==> src/rtl/uart_tx_fifo.sv <==
// UART transmitter with a small write FIFO; frames leave back-to-back while data is queued.
// Frame shape (data width, parity, stop bits, baud divisor) is set by parameters.
module uart_tx_fifo #(
  parameter int unsigned CLK_DIV    = 868,
  parameter int unsigned DATA_BITS  = 8,
  parameter int unsigned PARITY     = 0,
  parameter int unsigned STOP_BITS  = 1,
  parameter int unsigned FIFO_DEPTH = 4
) (
  input  logic                 clk,
  input  logic                 rst,
  input  logic                 wr_en,
  input  logic [DATA_BITS-1:0] wr_data,
  output logic                 full,
  output logic                 ovf,
  output logic                 busy,
  output logic                 tx
);

  localparam int unsigned DIV_W = $clog2(CLK_DIV);
  localparam int unsigned BIT_W = $clog2(DATA_BITS);
  localparam int unsigned PTR_W = $clog2(FIFO_DEPTH);
  localparam int unsigned CNT_W = PTR_W + 1;

  typedef enum logic [2:0] {IDLE, START, DATA, PAR, STOP} state_t;

  state_t               state_q, state_n;
  logic [DIV_W-1:0]     div_q, div_n;
  logic [BIT_W-1:0]     bit_q, bit_n;
  logic [DATA_BITS-1:0] shift_q, shift_n;
  logic                 par_q, par_n;
  logic                 tx_n;
  logic                 pop, push, bit_end, head_par;
  logic [DATA_BITS-1:0] head;
  logic [DATA_BITS-1:0] mem [FIFO_DEPTH];
  logic [PTR_W-1:0]     wr_ptr, rd_ptr;
  logic [CNT_W-1:0]     count_q, count_n;

  assign push     = wr_en && !full;
  assign head     = mem[rd_ptr];
  assign head_par = (PARITY == 2) ? ^head : ~^head;
  assign bit_end  = (div_q == DIV_W'(CLK_DIV - 1));

  // Next-state and next-output logic for the frame sequencer.
  always_comb begin
    state_n = state_q;
    div_n   = div_q;
    bit_n   = bit_q;
    shift_n = shift_q;
    par_n   = par_q;
    tx_n    = tx;
    pop     = 1'b0;
    if (state_q != IDLE) div_n = bit_end ? '0 : div_q + DIV_W'(1);
    case (state_q)
      IDLE: begin
        tx_n  = 1'b1;
        div_n = '0;
        if (count_q != '0) begin
          pop     = 1'b1;
          state_n = START;
          tx_n    = 1'b0;
        end
      end
      START: if (bit_end) begin
        state_n = DATA;
        bit_n   = '0;
        tx_n    = shift_q[0];
        shift_n = shift_q >> 1;
      end
      DATA: if (bit_end) begin
        if (bit_q == BIT_W'(DATA_BITS - 1)) begin
          bit_n = '0;
          if (PARITY != 0) begin
            state_n = PAR;
            tx_n    = par_q;
          end else begin
            state_n = STOP;
            tx_n    = 1'b1;
          end
        end else begin
          bit_n   = bit_q + BIT_W'(1);
          tx_n    = shift_q[0];
          shift_n = shift_q >> 1;
        end
      end
      PAR: if (bit_end) begin
        state_n = STOP;
        bit_n   = '0;
        tx_n    = 1'b1;
      end
      STOP: if (bit_end) begin
        if (bit_q == BIT_W'(STOP_BITS - 1)) begin
          bit_n = '0;
          if (count_q != '0) begin
            pop     = 1'b1;
            state_n = START;
            tx_n    = 1'b0;
          end else begin
            state_n = IDLE;
            tx_n    = 1'b1;
          end
        end else begin
          bit_n = bit_q + BIT_W'(1);
        end
      end
      default: begin
        state_n = IDLE;
        tx_n    = 1'b1;
      end
    endcase
    // Parity is latched from the popped word so later writes cannot disturb the frame.
    if (pop) begin
      shift_n = head;
      par_n   = head_par;
    end
  end

  always_comb begin
    count_n = count_q;
    case ({push, pop})
      2'b10:   count_n = count_q + CNT_W'(1);
      2'b01:   count_n = count_q - CNT_W'(1);
      default: count_n = count_q;
    endcase
  end

  always_ff @(posedge clk or posedge rst) begin
    if (rst) begin
      state_q <= IDLE;
      div_q   <= '0;
      bit_q   <= '0;
      shift_q <= '0;
      par_q   <= 1'b0;
      tx      <= 1'b1;
      wr_ptr  <= '0;
      rd_ptr  <= '0;
      count_q <= '0;
      full    <= 1'b0;
      ovf     <= 1'b0;
      busy    <= 1'b0;
    end else begin
      state_q <= state_n;
      div_q   <= div_n;
      bit_q   <= bit_n;
      shift_q <= shift_n;
      par_q   <= par_n;
      tx      <= tx_n;
      if (push) wr_ptr <= wr_ptr + PTR_W'(1);
      if (pop)  rd_ptr <= rd_ptr + PTR_W'(1);
      count_q <= count_n;
      full    <= (count_n == CNT_W'(FIFO_DEPTH));
      ovf     <= wr_en && full;
      busy    <= (state_n != IDLE) || (count_n != '0);
    end
  end

  // Storage has no reset; the pointers define what is valid.
  always_ff @(posedge clk) begin
    if (push) mem[wr_ptr] <= wr_data;
  end

endmodule

==> config.mk <==
export PLATFORM = sky130hd
export DESIGN_NAME = uart_tx_fifo
export DESIGN_NICKNAME = d
export VERILOG_FILES = /design/src/rtl/uart_tx_fifo.sv
export SDC_FILE = /design/constraint.sdc
export NUM_CORES = 1
export LEC_CHECK = 0
export BUFFER_PORTS_ARGS = -buffer_cell sky130_fd_sc_hd__buf_4
export CAP_MARGIN = 40
export CORE_MARGIN = 2
export CORE_UTILIZATION = 50
export CTS_CLUSTER_DIAMETER = 40
export CTS_CLUSTER_SIZE = 14
export DETAILED_ROUTE_END_ITERATION = 10
export PLACE_DENSITY_LB_ADDON = 0.1
export SLEW_MARGIN = 20
export SYNTH_ARGS = -nofsm -noshare
export SYNTH_HDL_FRONTEND = slang
export SYNTH_SLANG_ARGS = --single-unit
==> constraint.sdc <==
create_clock -name clk -period 7.5 [get_ports clk]
set_clock_uncertainty 0.05 [all_clocks]
set_input_delay 1.5 -clock clk [delete_from_list [all_inputs] [get_ports clk]]
set_output_delay 1.5 -clock clk [all_outputs]
set_load 0.02 [all_outputs]
==> summary.txt, run 1 <==
Clock network
  • Max clock buf depth: 2
  • Clock root cell: clkbuf_8
  • CTS Buf Count: 9
  • H-tree depth: 3
  • CTS tree: built
  • CTS Hold Bufs: 0
  • Post-CTS Setup Bufs: 0
  • Post-CTS sizing: 0
  • CTS clk-pin slew, worst paths: 0.07 ns
  • Clock sink total: 67
  • Clock Latency Late Sink: 0.33 ns

Power and ir drop
  • Reg power frac: 0.500
  • NetSw: 328 uW
  • Sw frac: 0.295
  • Gate power share: 0.230
  • P_leak: 1.39 nW
  • Internal: 783 uW
  • Max rail drop VDD: 0.178 mV
  • Clock Power Share: 0.269
  • Power Dens Cells: 328 nW/um2

Floorplan
  • Die Y: 81.9 um
  • Core area: 5890 um2
  • IO Pins: 15
  • FP Rows: 28
  • Initial Util: 0.516
  • Die Area: 6710 um2
  • Die X: 81.9 um

Setup path
  • CP Buf/Inv Count: 2
  • Most frequent CP cell: ha_1
  • WP data arrival: 3.57 ns
  • CP max stage delay: 0.47 ns
  • CP max FO: 10
  • CP delay by family, top: simple AND/OR/NAND/NOR gates
  • CP max stage cell: fa_1
  • Worst-path cell chain: ha_1, and4b_1, nand4_1, a21o_1, inv_4, ha_1, inv_1, fa_1, mux2i_1, or2_2, nor2_1, or4b_1
  • Setup crit end kind: flip-flop
  • CP Launch Type: flip-flop
  • WP data required: 7.66 ns
  • Setup CP Type: flip-flop to flip-flop

Synthesis
  • Count of cell types in the netlist: 52
  • Synth Cell Area: 3040 um2
  • Top_reg_cell synth: dfrtp_1
  • Post-synthesis compound-gate area fraction: 0.0898
  • Largest family of logic cells by synthesized area: simple AND/OR/NAND/NOR gates
  • Simple-Gate Fraction of Synth Area: 0.116
  • Adder-cell share of the synthesized area: 0.0437
  • Portion of netlist area occupied by mux cells: 0.0663
  • Post-Synth XOR/XNOR Area: 0.0432
  • Syn nets: 253
  • Post-Synthesis Cells: 232
  • Syn Area/Cell: 13.1 um2
  • Fraction of registers with async set/reset: 0.522
  • Sequential share of the synthesized area: 0.605
  • Flops & latches, synth: 67
  • Synth warnings: 0
  • EDFF count, synth: 32

Outcome
  • Status: finished, final reports clean

Place
  • Hpwl dp: 3.43 mm
  • GPL Wtd Cong: 0.760
  • Dpl ws: 3.84 ns
  • Port bufs: 14

Global route
  • M1 GR Usage: 0.216
  • Total track usage: 0.166
  • Initial antenna violation count: 0
  • First-pass GRT wire length: 8.11 mm
  • Total gr overflow: 0
  • GR Util met2: 0.266
  • Largest net degree at the start of global routing: 32
  • Vias in the first global route: 1,737
  • Met3 usage: 0.0495
  • Busiest grt layer: met2

Drt
  • Vias: 1,749
  • DRT iter0 DRCs: 118
  • Antenna-violating nets left: 0
  • DRC viols: 0
  • Pre-antenna DRT Iters: 4
  • Via density: 5.35
  • Total Routed Length: 4.93 mm
  • Avg WL per Cell: 15.1 um

Finish
  • Area delta synth->final: 11.5%
  • Multi-input gate area: 1090 um2
  • Nets: 268
  • FF/Latch Area: 1840 um2
  • Inserted Diodes: 0
  • Filler Cells Inserted: 490
  • Layout cells sized above 1: 0.183

STA
  • Post-route clock period utilization: 0.456
  • RSZ-0062 raised after global routing: false
  • Setup_tns: 0 ns
  • Fin. max-slew vios: 0
  • Worst-Margin Slew: 0.704 ns
  • Setup WS post-layout: 4.08 ns
  • Final Hold Fails: 0
  • Number of setup violations in the final report: 0
  • Slew margin rel.: 0.527
  • Max Clock Freq: 293 MHz
  • Final worst path period need: 3.42 ns

Min path
  • Hold Path Class: flip-flop to flip-flop

Job
  • Number of max-cap violations: 0
==> power by group through the flow <==
stage               Clock (mW)  Sequential [mW]  Combinational (mW)
floorplan                    0            0.533               0.226
global placement             0            0.564               0.257
detailed placement           0            0.565               0.264
CTS                      0.307            0.559               0.264
global route             0.325            0.570               0.289
finish                   0.300            0.556               0.256
==> flip-flops by register name, summed over array words and instances, names as in the netlist <==
signal and count:
mem 32, shift_q 8, busy 1, ovf 1
div_q 10, full 1, rd_ptr 2, bit_q 3
tx 1, wr_ptr 2, state_q 3, count_q 3
==> final timing paths <==
path / startpoint / end / slack, ns / cells past startpoint
worst min register to register: div_q[0]$_DFF_PP0_ / div_q[0]$_DFF_PP0_ / 0.44 / 1
worst min-delay path: div_q[0]$_DFF_PP0_ / div_q[0]$_DFF_PP0_ / 0.44 / 1
worst max register to register: div_q[0]$_DFF_PP0_ / busy$_DFF_PP0_ / 4.08 / 12
max in group asynchronous: rst / tx$_DFFE_PP1P_ / 5.71 / 3
worst max-delay path: div_q[0]$_DFF_PP0_ / busy$_DFF_PP0_ / 4.08 / 12
min in group asynchronous: rst / full$_DFF_PP0_ / 1.01 / 2
==> cell families (layout without fill, tap and decap cells) <==
kind of cell | count (synthesis) | in the layout
AND/OR/NAND/NOR | 68 | 68
buffers and inverters | 24 | 44
adder cells (fa/ha/maj) | 10 | 10
flip-flops | 67 | 67
AO/OA/AOI/OAI | 38 | 38
multiplexers | 10 | 10
XOR/XNOR | 15 | 15
==> cell usage in the layout (no fill, tap or decap), drive strengths merged, types with 2 or more instances in the layout <==
cell type  synthesis  routed
o21ai              9       9
clkinvlp           0       3
nor2b              3       3
and2               6       6
nor3               2       2
a31oi              8       8
or2                2       2
clkinv             0       2
clkbuf             2      10
mux4               8       8
and3               3       3
nand3              4       4
or3                2       2
xnor2              9       9
edfxtp            32      32
xor2               6       6
a22o               2       2
nand2             14      14
dfrtp             34      34
nor2              23      23
a21oi              3       3
a2bb2oi            7       7
inv               13      13
buf                9      15
nand4              2       2
ha                 9       9
==> cell usage after synthesis, drive strengths merged (4+ instances only) <==
cell type	n	area share
a2bb2oi	7	0.020
a31oi	8	0.016
and2	6	0.012
buf	9	0.017
dfrtp	34	0.28
edfxtp	32	0.32
ha	9	0.037
inv	13	0.017
mux4	8	0.059
nand2	14	0.020
nand3	4	0.0066
nor2	23	0.028
o21ai	9	0.016
xnor2	9	0.026
xor2	6	0.017
==> per-layer routing <==
metal	wire length, um	part of all wire
met3	136	0.028
met1	2300	0.47
met4	51	0.010
met2	2440	0.49
met5	0	0
==> metrics by stage <==
step           std cells  area (um2)  power [mW]  hold WS, ns   util
5_1_grt              327        3390        1.18        0.480  0.576
3_3_place_gp         311        3190       0.821        0.429  0.541
3_5_place_dp         311        3190       0.829        0.436  0.541
6_report             327        3390        1.11        0.443  0.576
4_1_cts              327        3390        1.13        0.456  0.576
2_1_floorplan        232        3040       0.759        0.405      -
==> layout make-up <==
| cell class | instances | area share |
|---|---|---|
| clock buffers | 10 | 0.0406 |
| inverters | 13 | 0.0151 |
| flip-flops and latches | 67 | 0.542 |
| repair buffers | 15 | 0.0332 |
| clock inverters | 6 | 0.0192 |
| multi-input cells | 141 | 0.322 |
| well taps | 75 | 0.0277 |
Note: power is estimated with default switching activity, not from simulation.
==> run 2: changes to the inputs <==
==> constraint.sdc (replaced) <==
create_clock -name clk -period 3.3 [get_ports clk]
set_clock_uncertainty 0.05 [all_clocks]
set_input_delay 0.66 -clock clk [delete_from_list [all_inputs] [get_ports clk]]
set_output_delay 0.66 -clock clk [all_outputs]
set_load 0.02 [all_outputs]
==> summary.txt, run 2 (synthesized netlist as in run 1, its figures left out) <==
Drt
  • DRC viols: 0
  • Pre-antenna DRT Iters: 4
  • Via density: 5.46
  • Total Routed Length: 5.32 mm
  • Avg WL per Cell: 15.8 um
  • Antenna-violating nets left: 0
  • Vias: 1,835
  • DRT iter0 DRCs: 57

Place
  • GPL Wtd Cong: 0.867
  • Hpwl dp: 3.73 mm
  • Area after DPL: 3250 um2
  • Port bufs: 14
  • Dpl ws: 0.120 ns

Finish
  • Max reg flops: 32
  • Leading registers by flop count: mem x32, div_q x10, shift_q x8
  • Commonest non-fill, non-tap cell in the layout: dfrtp_1
  • Inserted Diodes: 0
  • Most frequent cells in the layout: dfrtp_1 (34), edfxtp_1 (32), nor2_1 (23), buf_4 (23), nand2_1 (13)
  • Area delta synth->final: 16.4%
  • Final Instance Area: 3540 um2
  • Largest Register: mem
  • Layout cells sized above 1: 0.226
  • Nets: 277

Global route
  • Initial antenna violation count: 0
  • Total gr overflow: 0
  • First-pass GRT wire length: 9.05 mm
  • Total track usage: 0.186
  • Vias in the first global route: 1,859
  • Largest net degree at the start of global routing: 20

Power and ir drop
  • Power Dens Cells: 769 nW/um2
  • P_leak: 1.46 nW
  • Max rail drop VDD: 0.433 mV

Setup path
  • CP max stage cell: fa_1
  • CP Launch Type: flip-flop
  • CP max stage delay: 0.47 ns
  • CP max FO: 10
  • Setup CP Type: flip-flop to flip-flop
  • Setup crit end kind: flip-flop
  • WP data arrival: 3.28 ns
  • Worst-path cell chain: ha_4, and4b_1, nand4_1, a21o_1, inv_4, ha_2, inv_1, fa_1, mux2i_1, or2_2, nor2_1, or4b_1
  • WP data required: 3.46 ns

Clock network
  • CTS Buf Count: 9
  • CTS tree: built
  • Clock Latency Late Sink: 0.34 ns
  • Max clock buf depth: 2
  • CTS clk-pin slew, worst paths: 0.08 ns
  • Clock root cell: clkbuf_8
  • Clock sink total: 67
  • H-tree depth: 3

Floorplan
  • Die X: 81.9 um
  • Die Area: 6710 um2
  • Core area: 5890 um2
  • FP Rows: 28
  • Initial Util: 0.516
  • IO Pins: 15
  • Die Y: 81.9 um

STA
  • Post-route clock period utilization: 0.945
  • Max Clock Freq: 321 MHz
  • Number of setup violations in the final report: 0
  • Setup WS post-layout: 0.182 ns
  • Final worst path period need: 3.12 ns
  • Final Hold Fails: 0
  • Worst-Margin Slew: 0.690 ns
  • Slew margin rel.: 0.537
  • Setup_tns: 0 ns
  • RSZ-0062 raised after global routing: false
  • Fin. max-slew vios: 0

Job
  • Number of max-cap violations: 0

Min path
  • Hold Path Class: primary input to async pin

Outcome
  • Status: finished, final reports clean
-- run 2: changes by cell type in the layout (fill, tap and decap cells not counted), sizes merged --
cell      before  now
clkbuf        10    9
buf           15   24
clkinv         2    1
clkinvlp       3    1
inv           13   15
bufinv         1    3
-- run 2: cell type report --
| class | count | area [um2] |
|---|---|---|
| fillers | 479 | 2350 |
| flip-flops and latches | 67 | 1840 |
| multi-input cells | 141 | 1110 |
| repair buffers | 24 | 200 |
| clock buffers | 9 | 124 |
| clock inverters | 7 | 124 |
| well taps | 75 | 93.8 |
| inverters | 13 | 51.3 |
-- run 2: through the flow --
step / util / hold WS, ns / total power [mW] / instances
finish: 0.601 / 0.192 / 2.72 / 336
global route: 0.601 / 0.190 / 2.89 / 336
CTS: 0.594 / 0.184 / 2.74 / 333
detailed placement: 0.552 / 0.437 / 1.89 / 317
global placement: 0.548 / 0.418 / 1.87 / 316
floorplan: - / 0.405 / 1.73 / 232
-- run 2: path summary, 6_finish.rpt --
check / start / endpoint / slack, ns / cells after the start
max in group asynchronous: rst / div_q[8]$_DFF_PP0_ / 2.55 / 3
max: div_q[0]$_DFF_PP0_ / busy$_DFF_PP0_ / 0.18 / 12
max reg2reg: div_q[0]$_DFF_PP0_ / busy$_DFF_PP0_ / 0.18 / 12
min: rst / wr_ptr[1]$_DFFE_PP0P_ / 0.19 / 2
min reg2reg: count_q[2]$_DFF_PP0_ / count_q[2]$_DFF_PP0_ / 0.45 / 1
min in group clk: count_q[2]$_DFF_PP0_ / count_q[2]$_DFF_PP0_ / 0.45 / 1
-- run 2: worst max-delay path: cells and delay by family (launching register included) --
family / cells / cell delay, ns
flip-flops: 1 / 0.43
AO/OA/AOI/OAI: 1 / 0.22
AND/OR/NAND/NOR: 5 / 1.21
multiplexers: 1 / 0.08
adder cells (fa/ha/maj): 3 / 0.82
buffers and inverters: 2 / 0.16
-- run 2: what timing repair did --
action / CTS / global route
buffers inserted: 0 / 3
endpoints found under the hold margin: 0 / 0
setup endpoints to repair: 0 / 1
gates resized for setup: 0 / 4
hold buffers: 0 / 0
-- run 2: layer usage --
metal | share of wire | GRT usage
met1 | 0.46 | 0.238
met2 | 0.48 | 0.293
met3 | 0.035 | 0.0549
met4 | 0.023 | 0.0817
met5 | 0 | 0
-- run 2: where the power goes --
part,internal (mW),switching [mW]
clock network,0.508,0.333
logic,0.330,0.280
registers,1.10,0.171
total,1.94,0.784
==> run 3: changes to the inputs <==
--- a/config.mk
+++ b/config.mk
@@ -7,8 +7,11 @@
 export LEC_CHECK = 0
 export BUFFER_PORTS_ARGS = -buffer_cell sky130_fd_sc_hd__buf_4
 export CAP_MARGIN = 40
+export CELL_PAD_IN_SITES_DETAIL_PLACEMENT = 0
+export CELL_PAD_IN_SITES_GLOBAL_PLACEMENT = 2
 export CORE_MARGIN = 2
-export CORE_UTILIZATION = 50
+export CORE_UTILIZATION = 43
+export CTS_BUF_LIST = sky130_fd_sc_hd__clkbuf_16
 export CTS_CLUSTER_DIAMETER = 40
 export CTS_CLUSTER_SIZE = 14
 export DETAILED_ROUTE_END_ITERATION = 10
==> constraint.sdc (replaced) <==
create_clock -name clk -period 3.2 [get_ports clk]
set_clock_uncertainty 0.05 [all_clocks]
set_input_delay 0.64 -clock clk [delete_from_list [all_inputs] [get_ports clk]]
set_output_delay 0.64 -clock clk [all_outputs]
set_load 0.02 [all_outputs]
==> summary.txt, run 3 (synthesized netlist as in run 1, its figures left out) <==
Outcome
  • Status: finished, final reports clean

Global route
  • Vias in the first global route: 1,832
  • M1 GR Usage: 0.185
  • Initial antenna violation count: 0
  • Total gr overflow: 0
  • Total track usage: 0.147
  • Busiest grt layer: met2
  • Met3 usage: 0.0283
  • GR Util met2: 0.248
  • Largest net degree at the start of global routing: 21
  • First-pass GRT wire length: 8.60 mm

STA
  • Setup WS post-layout: 0.206 ns
  • Setup_tns: 0 ns
  • Final Hold Fails: 0
  • Slew margin rel.: 0.547
  • Fin. max-slew vios: 0
  • Final worst path period need: 2.99 ns
  • Max Clock Freq: 334 MHz
  • Worst-Margin Slew: 0.675 ns
  • RSZ-0062 raised after global routing: false
  • Number of setup violations in the final report: 0
  • Post-route clock period utilization: 0.936

Setup path
  • Most frequent CP cell: inv_1
  • WP data arrival: 3.14 ns
  • CP max stage delay: 0.47 ns
  • Setup CP Type: flip-flop to flip-flop
  • CP max stage cell: fa_1
  • CP Launch Type: flip-flop
  • CP max FO: 4
  • Flop2flop setup slack: 0.21 ns
  • WP data required: 3.34 ns
  • Setup crit end kind: flip-flop
  • Worst-path cell chain: inv_1, ha_1, and2b_2, nand4_1, a21o_1, inv_4, ha_2, inv_1, fa_1, mux2i_1, or2_4, nor2_2, or4b_4

Power and ir drop
  • Power Dens Cells: 816 nW/um2
  • P_leak: 1.48 nW
  • Power Total: 2.94 mW
  • Max rail drop VDD: 0.493 mV

Place
  • Area after DPL: 3250 um2
  • Port bufs: 14
  • GPL Wtd Cong: 0.776
  • Hpwl dp: 3.63 mm
  • Dpl cells: 337
  • Dpl ws: 0.0246 ns

Finish
  • Max reg flops: 32
  • Area delta synth->final: 18.5%
  • Nets: 276
  • Largest Register: mem
  • Commonest non-fill, non-tap cell in the layout: dfrtp_1
  • Leading registers by flop count: mem x32, div_q x10, shift_q x8
  • Most frequent cells in the layout: dfrtp_1 (34), edfxtp_1 (32), buf_4 (23)
  • Inserted Diodes: 0
  • Final Instance Area: 3600 um2
  • Filler Cells Inserted: 582
  • Final cell count without fillers: 356
  • Multi-input gate area: 1110 um2
  • Layout cells sized above 1: 0.231
  • FF/Latch Area: 1840 um2

Job
  • Number of max-cap violations: 0

Clock network
  • CTS tree: built
  • CTS Hold Bufs: 0
  • Max clock buf depth: 2
  • Clock root cell: clkbuf_16
  • CTS Buf Count: 9
  • Clock sink total: 67
  • Clock Latency Late Sink: 0.32 ns
  • CTS clk-pin slew, worst paths: 0.05 ns
  • H-tree depth: 3

Floorplan
  • FP Rows: 30
  • Die Area: 7750 um2
  • Die Y: 88.1 um
  • Initial Util: 0.445
  • Die X: 88.1 um
  • IO Pins: 15
  • Core area: 6830 um2

Drt
  • Pre-antenna DRT Iters: 4
  • Avg WL per Cell: 14.5 um
  • Antenna-violating nets left: 0
  • DRT iter0 DRCs: 116
  • Via density: 5.04
  • Total Routed Length: 5.17 mm
  • Vias: 1,796
  • DRC viols: 0

Min path
  • Hold Path Class: primary input to async pin
## run 3: timing repair
| action | 4_1_cts | 5_1_grt |
|---|---|---|
| setup endpoints to repair | 0 | 1 |
| buffers inserted | 0 | 3 |
| resized for setup | 0 | 7 |
| hold endpoints to repair | 0 | 0 |
## run 3: power by group
part,switching (mW),total [mW],leakage (nW),internal (mW)
combinational,0.293,0.648,0.613,0.355
clock,0.364,0.973,0.148,0.609
sequential,0.181,1.32,0.721,1.14
## run 3: cell type report
class | count | area share
Sequential cell | 67 | 0.511
Tap cell | 96 | 0.0334
Timing Repair Buffer | 23 | 0.0480
Inverter | 13 | 0.0143
Clock buffer | 9 | 0.0626
Clock inverter | 7 | 0.0212
Multi-Input combinational cell | 141 | 0.310
## run 3: final timing paths
kind                                                to  cells past startpoint                    from
worst max-delay path                    busy$_DFF_PP0_                     13    bit_q[0]$_DFFE_PP0P_
worst min-delay path              bit_q[2]$_DFFE_PP0P_                      2                     rst
worst max register to register          busy$_DFF_PP0_                     13    bit_q[0]$_DFFE_PP0P_
worst min register to register  shift_q[7]$_DFFE_PP0P_                      1  shift_q[7]$_DFFE_PP0P_
max in group asynchronous        rd_ptr[1]$_DFFE_PP0P_                      3                     rst
min in group clk                shift_q[7]$_DFFE_PP0P_                      1  shift_q[7]$_DFFE_PP0P_
## run 3: worst max-delay path: cells and delay by family, from the launching register on
family	cells	cell delay (ns)
and+or+nand+nor	5	1.11
adders and majority gates	3	0.81
DFF	1	0.38
AOI/OAI and AO/OA	1	0.23
buffers and inverters	3	0.19
muxes	1	0.09
## run 3: layer usage
metal  routed length [um]  vias up  share of wire
li1                     -      882              -
met1                 2400      881           0.46
met2                 2580       27           0.50
met3                  110        6          0.021
met4                   82        0          0.016
met5                    0        -              0
## run 3: per-stage QoR
stage | utilization | hold slack (ns)
2_1_floorplan | - | 0.405
3_3_place_gp | 0.476 | 0.415
6_report | 0.527 | 0.343
4_1_cts | 0.520 | 0.365
3_5_place_dp | 0.476 | 0.445
5_1_grt | 0.527 | 0.401
